$ cat src/rtl/approx_mon_pkg.sv
// Shared types, default widths and the reference error function for the
// approximate-arithmetic characterisation monitors.
package approx_mon_pkg;

  localparam int DEF_W     = 16;
  localparam int DEF_CNT_W = 24;
  localparam int DEF_ACC_W = 48;

  typedef enum logic [1:0] {
    IDLE,
    RUN,
    DRAIN,
    DONE
  } mon_state_e;

  // Magnitude of (o_approx - (a + b)); always fits in DEF_W+1 bits.
  function automatic logic [DEF_W:0] abs_err(input logic [DEF_W:0]   o_approx,
                                             input logic [DEF_W-1:0] a,
                                             input logic [DEF_W-1:0] b);
    logic [DEF_W:0] exact;
    exact = {1'b0, a} + {1'b0, b};
    return (o_approx >= exact) ? (o_approx - exact) : (exact - o_approx);
  endfunction

endpackage

$ cat src/rtl/approx_err_stage.sv
// First pipeline stage of the error monitor: registers the signed error of each
// accepted sample and presents its magnitude to the accumulating stage.
module approx_err_stage #(
  parameter int W = 16
) (
  input  logic         clk,
  input  logic         rst,
  input  logic         flush_i,
  input  logic         valid_i,
  input  logic [W-1:0] a_i,
  input  logic [W-1:0] b_i,
  input  logic [W:0]   o_approx_i,
  output logic         valid_o,
  output logic [W-1:0] a_o,
  output logic [W-1:0] b_o,
  output logic [W:0]   abs_o,
  output logic         err_o
);

  logic [W:0]   exact_d;
  logic [W+1:0] e_d;
  logic [W+1:0] e_q;
  logic [W-1:0] a_q;
  logic [W-1:0] b_q;
  logic         valid_q;

  assign exact_d = {1'b0, a_i} + {1'b0, b_i};
  assign e_d     = {1'b0, o_approx_i} - {1'b0, exact_d};

  // A flush drops whatever is in flight so an aborted run leaves no trace.
  always_ff @(posedge clk or posedge rst) begin
    if (rst) begin
      valid_q <= 1'b0;
      e_q     <= '0;
      a_q     <= '0;
      b_q     <= '0;
    end else begin
      valid_q <= valid_i && !flush_i;
      if (valid_i) begin
        e_q <= e_d;
        a_q <= a_i;
        b_q <= b_i;
      end
    end
  end

  assign valid_o = valid_q;
  assign a_o     = a_q;
  assign b_o     = b_q;
  assign err_o   = |e_q;
  assign abs_o   = e_q[W+1] ? (W+1)'(~e_q + 1'b1) : e_q[W:0];

endmodule

$ cat src/rtl/add16u_err_monitor.sv
// Streaming error-characterisation monitor for approximate unsigned adders:
// run control FSM, sample counters and the MAE/WCE/EP accumulators.
module add16u_err_monitor
  import approx_mon_pkg::*;
#(
  parameter int W     = DEF_W,
  parameter int CNT_W = DEF_CNT_W,
  parameter int ACC_W = DEF_ACC_W
) (
  input  logic             clk,
  input  logic             rst,
  input  logic             start,
  input  logic [CNT_W-1:0] n_samples,
  input  logic             in_valid,
  output logic             in_ready,
  input  logic [W-1:0]     a,
  input  logic [W-1:0]     b,
  input  logic [W:0]       o_approx,
  output logic             busy,
  output logic             done,
  output logic [CNT_W-1:0] samples,
  output logic [CNT_W-1:0] err_cnt,
  output logic [ACC_W-1:0] sae,
  output logic [W:0]       wce,
  output logic [W-1:0]     wce_a,
  output logic [W-1:0]     wce_b,
  output logic             sat
);

  mon_state_e       state_q;
  logic [CNT_W-1:0] n_q;
  logic [CNT_W-1:0] accepted_q;
  logic             done_q;
  logic             xfer;
  logic             last_xfer;

  logic             s1_valid;
  logic             s1_err;
  logic [W-1:0]     s1_a;
  logic [W-1:0]     s1_b;
  logic [W:0]       s1_abs;

  logic [CNT_W-1:0] samples_q;
  logic [CNT_W-1:0] err_cnt_q;
  logic [ACC_W-1:0] sae_q;
  logic [ACC_W:0]   sae_d;
  logic [W:0]       wce_q;
  logic [W-1:0]     wce_a_q;
  logic [W-1:0]     wce_b_q;
  logic             sat_q;

  assign in_ready  = (state_q == RUN) && (accepted_q < n_q);
  assign xfer      = in_valid && in_ready;
  assign last_xfer = xfer && ((accepted_q + CNT_W'(1)) == n_q);
  assign busy      = (state_q == RUN) || (state_q == DRAIN);
  assign done      = done_q;

  approx_err_stage #(.W(W)) u_stage (
    .clk        (clk),
    .rst        (rst),
    .flush_i    (start),
    .valid_i    (xfer),
    .a_i        (a),
    .b_i        (b),
    .o_approx_i (o_approx),
    .valid_o    (s1_valid),
    .a_o        (s1_a),
    .b_o        (s1_b),
    .abs_o      (s1_abs),
    .err_o      (s1_err)
  );

  // DRAIN lasts one cycle: nothing enters the pipeline there, so the last
  // sample leaves S1 on that edge and the statistics are final in DONE.
  always_ff @(posedge clk or posedge rst) begin
    if (rst) begin
      state_q    <= IDLE;
      n_q        <= '0;
      accepted_q <= '0;
      done_q     <= 1'b0;
    end else begin
      done_q <= 1'b0;
      if (start) begin
        n_q        <= n_samples;
        accepted_q <= '0;
        if (n_samples == '0) begin
          state_q <= DONE;
          done_q  <= 1'b1;
        end else begin
          state_q <= RUN;
        end
      end else begin
        case (state_q)
          RUN: begin
            if (xfer) begin
              accepted_q <= accepted_q + CNT_W'(1);
              if (last_xfer) state_q <= DRAIN;
            end
          end
          DRAIN: begin
            state_q <= DONE;
            done_q  <= 1'b1;
          end
          DONE:    state_q <= IDLE;
          default: state_q <= IDLE;
        endcase
      end
    end
  end

  assign sae_d = {1'b0, sae_q} + (ACC_W+1)'(s1_abs);

  // Second stage: fold each sample's error into the run statistics.
  always_ff @(posedge clk or posedge rst) begin
    if (rst) begin
      samples_q <= '0;
      err_cnt_q <= '0;
      sae_q     <= '0;
      wce_q     <= '0;
      wce_a_q   <= '0;
      wce_b_q   <= '0;
      sat_q     <= 1'b0;
    end else if (start) begin
      samples_q <= '0;
      err_cnt_q <= '0;
      sae_q     <= '0;
      wce_q     <= '0;
      wce_a_q   <= '0;
      wce_b_q   <= '0;
      sat_q     <= 1'b0;
    end else if (s1_valid) begin
      samples_q <= samples_q + CNT_W'(1);
      if (s1_err) err_cnt_q <= err_cnt_q + CNT_W'(1);
      if (sae_d[ACC_W]) begin
        sae_q <= '1;
        sat_q <= 1'b1;
      end else begin
        sae_q <= sae_d[ACC_W-1:0];
      end
      if (s1_abs > wce_q) begin
        wce_q   <= s1_abs;
        wce_a_q <= s1_a;
        wce_b_q <= s1_b;
      end
    end
  end

  assign samples = samples_q;
  assign err_cnt = err_cnt_q;
  assign sae     = sae_q;
  assign wce     = wce_q;
  assign wce_a   = wce_a_q;
  assign wce_b   = wce_b_q;
  assign sat     = sat_q;

endmodule

$ cat config.mk
export PLATFORM = sky130hd
export DESIGN_NAME = add16u_err_monitor
export DESIGN_NICKNAME = d
export VERILOG_FILES = /design/src/rtl/approx_mon_pkg.sv /design/src/rtl/approx_err_stage.sv /design/src/rtl/add16u_err_monitor.sv
export SDC_FILE = /design/constraint.sdc
export NUM_CORES = 1
export LEC_CHECK = 0
export ABC_AREA = 1
export BUFFER_PORTS_ARGS = -buffer_cell sky130_fd_sc_hd__buf_2
export CAP_MARGIN = 25
export CORE_UTILIZATION = 30
export CTS_CLUSTER_SIZE = 16
export DETAILED_ROUTE_END_ITERATION = 8
export GPL_TIMING_DRIVEN = 0
export PLACE_DENSITY = 0.52
export RECOVER_POWER = 50
export SLEW_MARGIN = 20
export SYNTH_ARGS = -nofsm -noshare
export SYNTH_HDL_FRONTEND = slang
export SYNTH_SLANG_ARGS = --single-unit
$ cat constraint.sdc
create_clock -name clk -period 8.75 [get_ports clk]
set_input_delay 1.75 -clock clk [delete_from_list [all_inputs] [get_ports clk]]
set_output_delay 1.75 -clock clk [all_outputs]
set_load 0.01 [all_outputs]
==> results of run 1 <==
[worst max-delay path: cells and delay by family]
family	cells	cell delay (ns)
buf+inv	4	3.17
[how the worst min path moves through the flow]
stage	start	endpoint	cells past startpoint
after floorplan	u_stage.a_o[0]	wce_a[0]	2
after global placement	u_stage.b_o[3]	wce_b[3]	2
after detailed placement	u_stage.b_o[3]	wce_b[3]	2
after CTS	u_stage.a_o[14]	wce_a[14]	2
after global routing	u_stage.a_o[14]	wce_a[14]	2
final	u_stage.a_o[14]	wce_a[14]	2
[registers in the layout (all words and copies together), names as in the netlist, 2 cells and up]
register / flops
sae: 48
accepted_q: 24
err_cnt: 24
n_q: 24
samples: 24
u_stage.e_q: 18
wce: 17
u_stage.a_o: 16
u_stage.b_o: 16
wce_a: 16
wce_b: 16
state_q: 2
[placed cells by master (no fill, tap or decap), types with 8 or more instances in the layout]
| cell | synthesis | layout |
|---|---|---|
| sky130_fd_sc_hd__clkbuf_16 | 0 | 35 |
| sky130_fd_sc_hd__inv_1 | 259 | 258 |
| sky130_fd_sc_hd__nor2_1 | 126 | 126 |
| sky130_fd_sc_hd__o21ai_1 | 16 | 16 |
| sky130_fd_sc_hd__nand2_2 | 12 | 12 |
| sky130_fd_sc_hd__a21oi_1 | 90 | 90 |
| sky130_fd_sc_hd__buf_2 | 14 | 215 |
| sky130_fd_sc_hd__xor2_1 | 57 | 57 |
| sky130_fd_sc_hd__nand2_1 | 597 | 597 |
| sky130_fd_sc_hd__nand3_1 | 170 | 170 |
| sky130_fd_sc_hd__xnor2_1 | 12 | 12 |
| sky130_fd_sc_hd__fa_1 | 17 | 17 |
| sky130_fd_sc_hd__o21ai_0 | 208 | 208 |
| sky130_fd_sc_hd__o31ai_1 | 20 | 20 |
| sky130_fd_sc_hd__nand4_1 | 45 | 46 |
| sky130_fd_sc_hd__nor3_1 | 36 | 36 |
| sky130_fd_sc_hd__nor2_2 | 8 | 8 |
| sky130_fd_sc_hd__nor4_1 | 15 | 16 |
| sky130_fd_sc_hd__o22ai_1 | 10 | 10 |
| sky130_fd_sc_hd__dfrtp_1 | 248 | 248 |
| sky130_fd_sc_hd__ha_1 | 83 | 83 |
| sky130_fd_sc_hd__clkbuf_1 | 30 | 66 |
[per-layer routing]
metal	wire [um]	global-route usage (%)
met1	25070	27.67
met2	25400	32.17
met3	2981	2.893
met4	1989	8.170
met5	0	0
[logic make-up after synthesis]
group / Yosys count / synth area share, %
AND/OR/NAND/NOR: 1045 / 28.55
AO/OA/AOI/OAI: 366 / 12.12
buffers and inverters: 323 / 7.776
flip-flops: 248 / 38.64
adder cells (fa/ha/maj): 100 / 8.586
XOR/XNOR: 73 / 4.332
[stage by stage]
step                utilization, %  total power [mW]  cells  setup slack [ns]  TNS (ns)
global placement             34.20             3.051   3068            -3.264   -803.63
finish                       36.25             4.440   3125             3.708         0
floorplan                        -             2.555   2155            0.1851         0
detailed placement           34.37             3.084   3071             4.456         0
global route                 36.25             4.757   3125             2.982         0
CTS                          36.39             4.497   3125             4.527         0
[cell type report]
type / count / share of cell area (%)
clock inverter: 7 / 0.5952
clock buffer: 47 / 4.971
inverter: 267 / 5.246
multi-input combinational: 1584 / 44.92
tap: 688 / 4.500
sequential: 248 / 32.44
buffer: 56 / 1.269
timing repair buffer: 228 / 6.057
[power breakdown]
group	internal (mW)	total, mW	switching [mW]
clock network	0.841	1.38	0.535
registers	1.32	1.46	0.136
logic	0.545	1.60	1.06
total	2.71	4.44	1.73
==> out/summary.txt, run 1 <==
=====================================================================================
Run status                                                               finished, violations left
Failing checks                                                           DRC, capacitance limit, slew limit
Max_cap viols                                                                       1
Count of routing violations after the opening detailed-route iteration           1050
Kind of launch point of the worst setup path                             primary input
Standard-cell rows                                                                 84
Worst flop-to-flop path endpoint                                               wce[6]
Total power density per cell area                                        232.1 nW/um^2
Worst path slowest cell                                                  sky130_fd_sc_hd__clkbuf_1
Wire length of the first global-routing pass                                 85.42 mm
Synthesis-to-layout area growth                                                19.11%
Average wire per cell in the routed design                                   17.74 um
Category of the critical setup timing path                               primary input to async pin
Capturing element type of the critical path                                 async pin
Fill cell total of the finished layout                                           5657
Arrival time worst endpoint                                                   5.02 ns
Setup repair after global routing missed its margin                             false
Number of antenna diodes                                                            0
Critical register-to-register path startpoint                            u_stage.e_q[0]
Worst-path cell chain                                                    buf_2, clkinvlp_2, buf_16, clkbuf_1
Max_slew headroom                                                             -98.28%
Sequential standard cell area                                               6206 um^2
Leading register cell type out of synthesis                              sky130_fd_sc_hd__dfrtp_1
Final #Nets                                                                      2596
Peak ir drop on the vdd network                                             0.1235 mV
Classification of the worst-slack hold path                              flip-flop to flip-flop
Total cell area at the placement stage                                     18140 um^2
Worst R2R Setup Slack                                                         4.58 ns
Max-slew violation count                                                           50
Post-synth EDFFs                                                                    0
PortBufs                                                                          225
Area of all placed cells without fillers                                   19130 um^2
Post-detailed-route count of antenna-violating nets                                 0
Leakage power                                                                9.487 nW
Number of failing setup endpoints in the final timing report                        0
Post-synthesis instance area                                               16060 um^2
Average cell area after synthesis                                          7.452 um^2
Number of warning messages in the yosys log                                         0
Worst-path fanout max                                                              88
DR vias                                                                        15.61k
Share of async-settable or async-resettable flops after synthesis              100.0%
Die Span X                                                                   233.4 um
Post-CTS setup buffer count                                                         0
Critical path launch point                                                        rst
Setup crit end                                                                sae[29]
Height of the chip                                                           233.4 um
Final clock skew                                                           0.02155 ns
Ratio of final minimum period to clock period                                  57.63%
Via/cell ratio                                                                  4.996
Post-synthesis cell type count                                                     56
Number of cells on the worst reg-to-reg path                                       19
Sequential share of the synthesized area                                       38.64%
TritonCTS buffer count                                                             34
Buffer cell driving the clock tree root                                  sky130_fd_sc_hd__clkbuf_16
Yosys reg bits                                                                    248
Effective utilization at floorplan                                             30.44%
Maximum buffer depth of the clock tree                                              3
Mapped Nets                                                                      2332
Gate count of the mapped netlist                                                 2155
Max Fclk                                                                    198.3 MHz
WP data required                                                              8.73 ns
Clock tree from TritonCTS                                                       built
Share of layout cells above drive strength 1                                   12.88%
Clock Latency Late Sink                                                       0.54 ns
Largest stage delay on the critical path                                      2.13 ns
Final worst hold slack                                                      0.4677 ns
Total count of hold-check failures in the final report                              0
Combined area of the multi-input logic cells                                8592 um^2
Die ar.                                                                    54460 um^2
Fraction of post-synthesis cell area in the top cell type by area              38.64%
Actual slew at the worst max-slew pin                                        2.974 ns
Number of H-tree branching levels                                                   2
Synth top area cells                                                     sky130_fd_sc_hd__dfrtp_1 (39%), sky130_fd_sc_hd__nand2_1 (14%), sky130_fd_sc_hd__o21ai_0 (6.5%), sky130_fd_sc_hd__ha_1 (6.5%), sky130_fd_sc_hd__inv_1 (6.1%)
Dominant cell by count in the synthesized netlist                        sky130_fd_sc_hd__nand2_1
Clock sink count                                                                  248
Number of antenna violations at the first check in global routing                   0
Resize count post-CTS                                                               0
Maximum number of pins on one net before global-route repair                      100
DRC Markers                                                                        28
Final Critical Period                                                        5.042 ns
Via count of the first global-routing pass                                     15.20k
CTS Hold Bufs                                                                       0
Area of the core                                                           52760 um^2
Total grt overflow                                                                  0
Gp weighted congestion                                                         0.9249
GRT Total Usage                                                                20.30%
Clk slew on worst S/H paths                                                   0.06 ns
DRT Pass-1 Iters                                                                    7
Yosys top cell by area                                                   sky130_fd_sc_hd__dfrtp_1
Post-synth top cells                                                     sky130_fd_sc_hd__nand2_1 (597), sky130_fd_sc_hd__inv_1 (259), sky130_fd_sc_hd__dfrtp_1 (248), sky130_fd_sc_hd__o21ai_0 (208), sky130_fd_sc_hd__nand3_1 (170)
Half-perimeter wire length after placement                                   42.99 mm
Final WL                                                                     55.44 mm
Ports placed on the boundary                                                      226
=====================================================================================
(Power assumes the default switching activity.)
==> inputs of run 2 (changes only) <==
--- a/config.mk
+++ b/config.mk
@@ -12,7 +12,7 @@
 export CTS_CLUSTER_SIZE = 16
 export DETAILED_ROUTE_END_ITERATION = 8
 export GPL_TIMING_DRIVEN = 0
-export PLACE_DENSITY = 0.52
+export PLACE_DENSITY = 0.5
 export RECOVER_POWER = 50
 export SLEW_MARGIN = 20
 export SYNTH_ARGS = -nofsm -noshare
==> constraint.sdc (replaced) <==
create_clock -name clk -period 5.22 [get_ports clk]
set_input_delay 1.044 -clock clk [delete_from_list [all_inputs] [get_ports clk]]
set_output_delay 1.044 -clock clk [all_outputs]
set_load 0.01 [all_outputs]
==> out/summary.txt, run 2 (same netlist as run 1, synthesis figures left out) <==
=====================================================================================
Count of routing violations after the opening detailed-route iteration            941
Max-slew violation count                                                          157
Final Critical Period                                                        4.212 ns
CTS Hold Bufs                                                                       0
Gp weighted congestion                                                         0.8819
Max_cap viols                                                                       5
Number of H-tree branching levels                                                   1
Setup TNS                                                                        0 ns
DR vias                                                                        15.52k
Max FFs per register                                                               48
Most used routing layer in global routing                                        met2
Max Fclk                                                                    237.4 MHz
Via count of the first global-routing pass                                     14.88k
Ratio of final minimum period to clock period                                  80.69%
Setup crit end                                                               wce_b[7]
Via/cell ratio                                                                  4.951
Wire length of the first global-routing pass                                 85.36 mm
Height of the chip                                                           233.4 um
WP data required                                                              5.93 ns
Final WL                                                                     55.60 mm
Synthesis-to-layout area growth                                                18.70%
Half-perimeter wire length after placement                                   43.68 mm
Total grt overflow                                                                  0
Critical register-to-register path startpoint                            u_stage.e_q[0]
Number of antenna diodes                                                            0
Core Util, Final                                                               36.13%
Combined area of the multi-input logic cells                                8587 um^2
Run status                                                               finished, violations left
Worst flop-to-flop path endpoint                                               wce[6]
Maximum number of pins on one net before global-route repair                       34
GRT Total Usage                                                                20.28%
Peak ir drop on the vdd network                                             0.2158 mV
Total count of hold-check failures in the final report                              0
Arrival time worst endpoint                                                   4.92 ns
Final worst hold slack                                                      0.4717 ns
Die Span X                                                                   233.4 um
DP Cell Count                                                                    3076
Resize count post-CTS                                                               0
Setup repair after global routing missed its margin                             false
Buffer cell driving the clock tree root                                  sky130_fd_sc_hd__clkbuf_16
Die ar.                                                                    54460 um^2
TritonCTS buffer count                                                             31
Clock Latency Late Sink                                                       0.59 ns
Worst R2R Setup Slack                                                         1.03 ns
Final clock skew                                                           0.01730 ns
Most common library cell in the layout ignoring fill and taps            sky130_fd_sc_hd__nand2_1
Effective utilization at floorplan                                             30.44%
Max_slew headroom                                                             -19.41%
Clock tree from TritonCTS                                                       built
Non-filler cells in the finished layout                                          3134
Capturing element type of the critical path                                 async pin
Standard-cell rows                                                                 84
Leakage power                                                                9.347 nW
GR met1 Demand/Resource                                                        28.11%
Classification of the worst-slack hold path                              flip-flop to flip-flop
DRT Pass-1 Iters                                                                    8
Share of layout cells above drive strength 1                                   12.18%
Worst-path fanout max                                                              32
Clock sink count                                                                  248
Category of the critical setup timing path                               primary input to async pin
Total cell area at the placement stage                                     18210 um^2
Post-CTS setup buffer count                                                         0
Average wire per cell in the routed design                                   17.74 um
PortBufs                                                                          225
Ports placed on the boundary                                                      226
Number of antenna violations at the first check in global routing                   0
Area of all placed cells without fillers                                   19060 um^2
Number of failing setup endpoints in the final timing report                        0
Sequential standard cell area                                               6206 um^2
Global Route met3 Usage                                                        2.100%
Maximum buffer depth of the clock tree                                              3
Actual slew at the worst max-slew pin                                        1.791 ns
Area of the core                                                           52760 um^2
Commonest non-fill, non-tap cells in the layout                          sky130_fd_sc_hd__nand2_1 (597), sky130_fd_sc_hd__inv_1 (258), sky130_fd_sc_hd__dfrtp_1 (248)
Number of cells on the worst reg-to-reg path                                       19
Total power density per cell area                                        384.8 nW/um^2
GR met2 Demand/Resource                                                        33.19%
Fill cell total of the finished layout                                           5659
Clk slew on worst S/H paths                                                   0.06 ns
Final #Nets                                                                      2598
Critical path launch point                                                        rst
Post-detailed-route count of antenna-violating nets                                 0
Kind of launch point of the worst setup path                             primary input
DRC Markers                                                                        22
Failing checks                                                           DRC, capacitance limit, slew limit
=====================================================================================
run 2: layout make-up:
class                   count  share of cell area, %
clock buffers              43                  4.726
multi-input cells        1584                  45.05
well taps                 688                  4.516
plain buffers              56                  1.280
clock inverters            15                 0.7483
inverters                 267                  5.264
flip-flops and latches    248                  32.56
repair buffers            233                  5.862
run 2: worst max-delay path: stages:
cell	delay, ns
sky130_fd_sc_hd__buf_2	0.10
sky130_fd_sc_hd__clkinvlp_2	0.53
sky130_fd_sc_hd__clkbuf_1	1.29
sky130_fd_sc_hd__clkbuf_1	1.13
sky130_fd_sc_hd__buf_12	0.30
sky130_fd_sc_hd__clkbuf_4	0.46
run 2: report_power, final:
| group | internal [mW] | switching, mW | leakage, nW |
|---|---|---|---|
| Sequential | 2.22 | 0.229 | 3.33 |
| Clock | 1.30 | 0.920 | 0.509 |
| Combinational | 0.902 | 1.77 | 5.51 |
| Total | 4.42 | 2.92 | 9.35 |
run 2: worst min path at each step:
stage	startpoint	to	slack (ns)	depth (start not counted)
after floorplan	u_stage.a_o[0]	wce_a[0]	0.44	2
after global placement	u_stage.b_o[3]	wce_b[3]	0.45	2
after detailed placement	u_stage.b_o[3]	wce_b[3]	0.46	2
after CTS	u_stage.b_o[2]	wce_b[2]	0.48	2
after global routing	u_stage.b_o[12]	wce_b[12]	0.50	2
final	u_stage.b_o[2]	wce_b[2]	0.47	2
run 2: metrics by stage:
stage / power (mW) / worst slack, ns
finish: 7.335 / 1.008
global route: 7.881 / 0.3017
CTS: 7.442 / 0.9461
detailed placement: 5.172 / 0.9802
global placement: 5.129 / -1.088
floorplan: 4.283 / 0.9163
run 2: routing by layer:
layer  wire, um  up-vias  part of all wire, %
met1      25320     7436                   46
met2      26020      378                   47
met5          0        -                    0
met3       2586       77                  4.7
li1           -     7627                    -
met4       1671        0                  3.0
==> inputs of run 3 (changes only) <==
--- a/config.mk
+++ b/config.mk
@@ -12,7 +12,7 @@
 export CTS_CLUSTER_SIZE = 16
 export DETAILED_ROUTE_END_ITERATION = 8
 export GPL_TIMING_DRIVEN = 0
-export PLACE_DENSITY = 0.5
+export PLACE_DENSITY = 0.52
 export RECOVER_POWER = 50
 export SLEW_MARGIN = 20
 export SYNTH_ARGS = -nofsm -noshare
==> constraint.sdc (replaced) <==
create_clock -name clk -period 3.6 [get_ports clk]
set_input_delay 0.72 -clock clk [delete_from_list [all_inputs] [get_ports clk]]
set_output_delay 0.72 -clock clk [all_outputs]
set_load 0.01 [all_outputs]
==> out/summary.txt, run 3 (same netlist as run 1, synthesis figures left out) <==
=====================================================================================
Run status                                                               finished, violations left
Failing checks                                                           DRC, capacitance limit, slew limit
Average wire per cell in the routed design                                   17.74 um
Clock tree from TritonCTS                                                       built
Clock Latency Late Sink                                                       0.55 ns
Number of antenna violations at the first check in global routing                   2
Number of cells on the worst reg-to-reg path                                       17
Area of the core                                                           52760 um^2
Classification of the worst-slack hold path                              primary input to async pin
Fraction of power consumed by combinational cells                               38.8%
Final clock skew                                                           0.02187 ns
Category of the critical setup timing path                               flip-flop to flip-flop
Via/cell ratio                                                                  4.973
DRT Pass-1 Iters                                                                    9
Most common library cell in the layout ignoring fill and taps            sky130_fd_sc_hd__nand2_1
DRC Markers                                                                        28
Post-detailed-route count of antenna-violating nets                                 0
Commonest non-fill, non-tap cells in the layout                          sky130_fd_sc_hd__nand2_1 (583), sky130_fd_sc_hd__inv_1 (256), sky130_fd_sc_hd__dfrtp_1 (247)
Number of antenna diodes                                                            0
Die Span X                                                                   233.4 um
Setup repair after global routing missed its margin                              true
Max_cap viols                                                                       1
Largest stage delay on the critical path                                      0.43 ns
Via count of the first global-routing pass                                     15.09k
Max FFs per register                                                               48
Proportion of power drawn by flip-flops and latches                             30.5%
Combined area of the multi-input logic cells                                8939 um^2
Total count of hold-check failures in the final report                              0
Max Fclk                                                                    291.3 MHz
Die ar.                                                                    54460 um^2
Total power density per cell area                                        585.8 nW/um^2
P_int                                                                        7.045 mW
Ratio of final minimum period to clock period                                  95.35%
Switching power                                                              4.606 mW
Worst-path cell chain                                                    inv_2, ha_2, nand3_2, nor3_2, or2_2, xor2_2, ha_1, a21oi_1, nand3_1, nand2_1, nand2_1, a21boi_4, nor2_2, nand3_1, nand3_1, nand2_1, o21ai_0
Kind of launch point of the worst setup path                                flip-flop
Fill cell total of the finished layout                                           5585
Fraction of power spent switching nets                                         39.54%
Buffer cell driving the clock tree root                                  sky130_fd_sc_hd__clkbuf_16
DR vias                                                                        15.70k
Clock sink count                                                                  248
Non-filler cells in the finished layout                                          3157
TritonCTS buffer count                                                             34
DP Cell Count                                                                    3077
Clock network fraction of total power                                           30.6%
Capturing element type of the critical path                                 flip-flop
Worst-path fanout max                                                               6
Gp weighted congestion                                                         0.9053
Sequential standard cell area                                               6207 um^2
Actual slew at the worst max-slew pin                                        1.778 ns
Synthesis-to-layout area growth                                                23.86%
Maximum number of pins on one net before global-route repair                       33
Worst path slowest cell                                                  sky130_fd_sc_hd__dfrtp_2
GRT Total Usage                                                                20.23%
Standard-cell rows                                                                 84
Number of H-tree branching levels                                                   2
Leakage power                                                                9.707 nW
Arrival time worst endpoint                                                   3.83 ns
Final #Nets                                                                      2623
Maximum buffer depth of the clock tree                                              3
Number of failing setup endpoints in the final timing report                        0
Wire length of the first global-routing pass                                 85.19 mm
Final Critical Period                                                        3.432 ns
Ports placed on the boundary                                                      226
Height of the chip                                                           233.4 um
Core Util, Final                                                               37.70%
Half-perimeter wire length after placement                                   43.27 mm
Max_slew headroom                                                             -18.52%
PortBufs                                                                          225
Count of routing violations after the opening detailed-route iteration            983
Peak ir drop on the vdd network                                             0.3058 mV
Total grt overflow                                                                  0
Max-slew violation count                                                           30
Final WL                                                                     56.02 mm
Effective utilization at floorplan                                             30.44%
WP data required                                                              4.00 ns
Clk slew on worst S/H paths                                                   0.07 ns
Share of layout cells above drive strength 1                                   16.61%
CTS Hold Bufs                                                                       0
=====================================================================================
run 3: layer usage:
layer / vias up / GRT usage [%] / routed length, um
met5: - / 0 / 0
met4: 0 / 6.373 / 1449
met3: 86 / 2.600 / 3080
met2: 430 / 33.30 / 26440
met1: 7516 / 27.36 / 25050
li1: 7669 / - / -
run 3: power groups by stage:
stage,sequential [mW],clock (mW),combinational (mW)
after global routing,3.61,3.77,5.10
final,3.56,3.57,4.52
after floorplan,3.54,0,2.67
after global placement,3.58,0,3.85
after detailed placement,3.59,0,3.92
after CTS,3.55,3.68,4.08
run 3: repair_timing:
action                                  4_1_cts  5_1_grt
resized for setup                            30      108
setup buffers                                 6       12
gates cloned                                  0        3
pin swaps                                     6       19
endpoints found under the setup margin       95       98
run 3: path summary, 6_finish.rpt:
kind                           startpoint  slack (ns)         to
setup reg to reg           u_stage.e_q[0]        0.17    sae[27]
hold reg to reg            u_stage.b_o[4]        0.47   wce_b[4]
setup / recovery           u_stage.e_q[0]        0.17    sae[27]
min in group clk            n_samples[17]        0.40    n_q[17]
hold / removal                        rst        0.22    sae[46]
max in group asynchronous             rst        0.53  wce_b[11]
run 3: critical path, delay by kind of cell (launching register included):
kind | cells | cell delay [ns]
flops | 1 | 0.43
xor+xnor | 1 | 0.25
fa+ha+maj | 2 | 0.53
simple gates | 10 | 1.32
buf+inv | 1 | 0.09
compound gates | 3 | 0.67
run 3: area by class of cell:
| type | count | share of cell area, % |
|---|---|---|
| Tap cell | 688 | 4.328 |
| Multi-Input combinational cell | 1585 | 44.94 |
| Inverter | 267 | 5.089 |
| Timing Repair Buffer | 254 | 6.920 |
| Buffer | 56 | 1.629 |
| Clock inverter | 13 | 0.9750 |
| Clock buffer | 46 | 4.913 |
| Sequential cell | 248 | 31.21 |
run 3: metrics by stage:
step	setup WS, ns	hold WS, ns	setup TNS (ns)	instance area, um^2	power [mW]
final	0.1676	0.2215	0	19890	11.65
after CTS	0.004492	0.1672	0	19580	11.31
after global placement	-2.304	0.4517	-588.15	18050	7.428
after floorplan	-0.3797	0.4422	-94.17	16060	6.210
after detailed placement	-0.5881	0.4574	-29.75	18250	7.504
after global routing	-0.06417	0.2547	-1.529	19890	12.48
